`config.mk`:
```
export PLATFORM = sky130hd
export DESIGN_NAME = counter_mod_updown
export DESIGN_NICKNAME = d
export VERILOG_FILES = /design/src/rtl/counter_mod_updown.sv
export SDC_FILE = /design/constraint.sdc
export NUM_CORES = 1
export LEC_CHECK = 0
export CELL_PAD_IN_SITES_DETAIL_PLACEMENT = 0
export CELL_PAD_IN_SITES_GLOBAL_PLACEMENT = 1
export CORE_ASPECT_RATIO = 1.25
export CORE_UTILIZATION = 35
export DETAILED_ROUTE_END_ITERATION = 10
export MAX_ROUTING_LAYER = met4
export PLACE_DENSITY_LB_ADDON = 0.1
export SYNTH_ARGS = -nofsm -noshare
export SYNTH_HDL_FRONTEND = slang
export SYNTH_SLANG_ARGS = --single-unit
```
`constraint.sdc`:
```
create_clock -name clk -period 2.75 [get_ports clk]
set_clock_uncertainty 0.1 [all_clocks]
set_input_delay 0.6875 -clock clk [delete_from_list [all_inputs] [get_ports clk]]
set_output_delay 0.6875 -clock clk [all_outputs]
set_load 0.01 [all_outputs]
```
`src/rtl/counter_mod_updown.sv`:
```
// Up/down modulo-M counter with runtime modulus, parallel load, one-shot mode and terminal tick.
// Optional enable prescaler is built when CNT_PRESCALE_EN is defined.
module counter_mod_updown #(
    parameter int MAX_N    = 10000,
    parameter int W        = $clog2(MAX_N),
    parameter int PRESCALE = 100000
) (
    input  logic         clk,
    input  logic         rst_n,
    input  logic         en,
    input  logic         up,
    input  logic         oneshot,
    input  logic         load,
    input  logic [W-1:0] load_val,
    input  logic [W-1:0] mod_n,
    output logic [W-1:0] count,
    output logic         tick,
    output logic         done
);

    localparam logic [W:0]   MAX_X  = (W+1)'(MAX_N);
    localparam logic [W-1:0] MAX_M1 = W'(MAX_N - 1);

    // Largest legal count (Me-1); mod_n of 0 or above MAX_N selects MAX_N.
    function automatic logic [W-1:0] eff_top(input logic [W-1:0] m);
        if (m == '0 || {1'b0, m} > MAX_X)
            return MAX_M1;
        else
            return m - 1'b1;
    endfunction

    function automatic logic [W-1:0] sat_top(input logic [W-1:0] v, input logic [W-1:0] top);
        return (v > top) ? top : v;
    endfunction

    logic [W-1:0] top;
    logic [W-1:0] term;
    logic [W-1:0] start;
    logic [W-1:0] nxt;
    logic         at_term;
    logic         out_rng;
    logic         step;

    assign top     = eff_top(mod_n);
    assign term    = up ? top : '0;
    assign start   = up ? '0 : top;
    assign nxt     = up ? count + 1'b1 : count - 1'b1;
    assign at_term = (count == term);
    assign out_rng = (count > top);

`ifdef CNT_PRESCALE_EN
    localparam int PW = (PRESCALE > 1) ? $clog2(PRESCALE) : 1;

    logic [PW-1:0] pcnt;
    logic          hit;

    assign hit  = (pcnt == PW'(PRESCALE - 1));
    assign step = en & hit;

    // Prescaler freezes while en is low and restarts on load.
    always_ff @(posedge clk or negedge rst_n) begin
        if (!rst_n)
            pcnt <= '0;
        else if (load)
            pcnt <= '0;
        else if (en)
            pcnt <= hit ? '0 : pcnt + 1'b1;
    end
`else
    logic unused_prescale;
    assign unused_prescale = (PRESCALE != 0);
    assign step = en;
`endif

    // Wrap compare happens before the increment so count never leaves 0..Me-1.
    always_ff @(posedge clk or negedge rst_n) begin
        if (!rst_n) begin
            count <= '0;
            tick  <= 1'b0;
            done  <= 1'b0;
        end else if (load) begin
            count <= sat_top(load_val, top);
            tick  <= 1'b0;
            done  <= 1'b0;
        end else if (step) begin
            if (oneshot) begin
                if (done) begin
                    tick <= 1'b0;
                end else if (at_term || out_rng) begin
                    count <= term;
                    done  <= 1'b1;
                    tick  <= 1'b1;
                end else begin
                    count <= nxt;
                    tick  <= 1'b0;
                end
            end else if (at_term || out_rng) begin
                count <= start;
                tick  <= 1'b1;
            end else begin
                count <= nxt;
                tick  <= 1'b0;
            end
        end else begin
            tick <= 1'b0;
        end
    end

endmodule

```
==> summary.txt <==
STA
  • RSZ-0062 raised after global routing: true
  • # setup viols final: 16
  • Relative slew margins: 70.0%
  • Setup tns final: -22.74 ns
  • Final period utilization: 153%
  • Max frequency: 237 MHz
  • Final-report hold violation count: 0
  • Slew @ Worst Pin: 0.448 ns
  • Hold_ws: roughly 0.47 ns
  • Tmin final: approximately 4.2 ns
  • Worst Setup Slack, final: -1.47 ns
  • Fin. max-slew vios: 0

Placement
  • Hpwl dp: 10.1 mm
  • Inst Count DP: 689
  • Placement Cell Area: 4850 um^2
  • Placer Congestion: ~0.9
  • Worst slack, placed: -2.27 ns
  • PortBufs: just under 50

Clocking
  • Clock Latency Late Sink: 0.26 ns
  • Cts hold-fix bufs: 0
  • Root Driver: clkbuf_8
  • Clk slew on worst S/H paths: approximately 0.060 ns
  • CTS Buf Count: 3
  • CTS Buffer Depth: 2
  • CTS tree: built
  • H-tree depth: 1
  • CTS sink cnt: 16

Synth
  • Post-synthesis net count: about 460
  • Top cells by count, synth: 40 x ha_1, 30 x nor2_1, 23 x nand2_1
  • Post-synth top area share: 16.1%
  • Mean Syn Cell Area: 7.97 um^2
  • Number of synthesized register bits: 16
  • Yosys cell types: 66
  • Primary FF master, synth: dfrtp_1
  • Post-Syn Area: slightly above 3000 um^2
  • YS warnings: 0
  • Async set or reset register ratio after synthesis: 100%
  • Area leader, netlist: ha_1
  • Synth area leaders: ha_1 16%, dfrtp_1 13%, xnor2_1 4.8%
  • Seq/Total Area, Yosys: 12.9%
  • Post-synth EDFFs: 0
  • Mapped Cells: between 300 and 400
  • Cell with the most instances after synthesis: ha_1

Detailed routing
  • DR pass1 iterations: 5
  • DRT iter0 DRCs: around 150
  • Total Routed Length: between 10 and 15 mm
  • Drt drc: 0
  • Drt wl/cell: between 15 and 20 um
  • DR vias: 3911
  • Vias per std cell: 5.42
  • Routed Antenna Nets: 0

Final layout
  • Core Util, Final: between 60% and 70%
  • Synthesis-to-finish area growth: 77.8%
  • Share of cells above drive strength 1: between 40 and 50%
  • Number of diodes: 0
  • Fin area: 5510 um^2
  • Final cell count without fillers: 721
  • Final #Nets: 678
  • Filler cell count: 802

Floorplanning
  • # rows: 38
  • Core area: 8650 um^2
  • I/O Pins: 50
  • Die area: roughly 9200 um^2
  • Die Y-Extent: 107 um
  • Die X: 86.2 um
  • Initial Util: a little over a third

GRT
  • First-pass GRT wire length: 20.2 mm
  • Global-route met3 utilization: 1.69%
  • Most used routing layer in global routing: met2
  • Largest net degree at the start of global routing: 23
  • GR Overflow Total: 0
  • Vias in the first global route: roughly 4000
  • Met2 usage: a little over half
  • Antenna violations before repair: 0
  • Total GRT Usage: 29.5%
  • Met1 usage: approximately 32%

Power
  • Worst VDD drop: 436 uV
  • Power Density: approximately 550 nW/um^2
  • Total Power: between 3 and 4 mW
  • Leak: approximately 2.5 nW

Run
  • Max_cap viols: 0

Worst setup path
  • CP Class: in -> reg
  • Crit path DAT: between 4 and 5 ns
  • Slowest cell on the critical path: or4_4
  • Crit path required time: 2.78 ns
  • Worst path cell trace: buf_8, inv_6, ha_4, or4b_4, or4_4, xnor2_2, nand3_2, ha_4, nand4_1, o21ai_2, a2111oi_4, a311oi_4, buf_6, buf_12, buf_8, buf_4, nand2_1, a32oi_1, o221ai_1
  • Crit-path leading delay family: simple AND/OR/NAND/NOR gates
  • CP max stage delay: 0.55 ns
  • Startpoint types: primary input
  • CP Max Fanout: 5
  • Setup crit end kind: flop
  • CP bufs+invs: 6

Run status
  • Status: complete, but fails checks
  • Failing checks: setup timing

Min path
  • Worst hold path class: reg -> reg
state kept, by name, indices dropped and copies added, names as in the netlist:
name   flops
count     14
done       1
tick       1
tightest hold or removal path, cell delays in order (launching register included):
cell,delay [ns]
dfrtp_1,0.42
a31oi_4,0.04
nor2_1,0.07
cell usage in the layout, fill, tap and decap left out, types with 8 or more instances in the layout:
cell,count
a21o_1,11
inv_1,18
mux2i_1,10
nor3_1,11
nand2_1,16
a21oi_1,17
buf_6,14
buf_4,157
nor2_1,25
dfrtp_1,16
xnor2_1,16
o21ai_0,8
clkdlybuf4s50_1,35
ha_1,34
dlygate4sd2_1,8
nand4_1,8
area by class of cell:
type                       count  area, um^2  share of cell area, %
timing repair buffer         223        1870                   33.9
sequential                    16         400                   7.27
inverter                      21        86.3                   1.57
multi-input combinational    338        2960                   53.8
clock buffer                   3        41.3                  0.749
tap                          120         150                   2.73
worst paths after layout:
check,depth (start not counted),endpoint,slack (ns),start
max,19,count[9],-1.47,mod_n[0]
min,2,done,0.47,done
max reg2reg,10,count[13],-0.23,count[1]
min reg2reg,2,done,0.47,done
max in group asynchronous,2,count[13],1.71,rst_n
min in group asynchronous,2,count[10],0.64,rst_n
timing repair:
item	CTS	global route
pin swaps	40	31
setup endpoints to repair	16	16
gates cloned	2	0
resized for setup	89	32
buffers inserted	25	5
metal layers:
metal  up-vias  routed length [um]
met1      1844                5460
met2        96                6840
met3        35                 299
met5         -                   0
li1       1936                   -
met4         0                 590
report_power, final:
part | internal, mW | switching (mW)
registers | 0.306 | 0.0899
clock network | 0.0978 | 0.0889
logic | 1.32 | 1.12
cells by family after synthesis:
group	share of synthesized area [%]
AND/OR/NAND/NOR	25.0
AO/OA/AOI/OAI	27.7
adder cells (fa/ha/maj)	16.8
buffers and inverters	5.17
XOR/XNOR	7.51
flip-flops	12.9
multiplexers	4.93
Power figures use the tool's default switching activity.
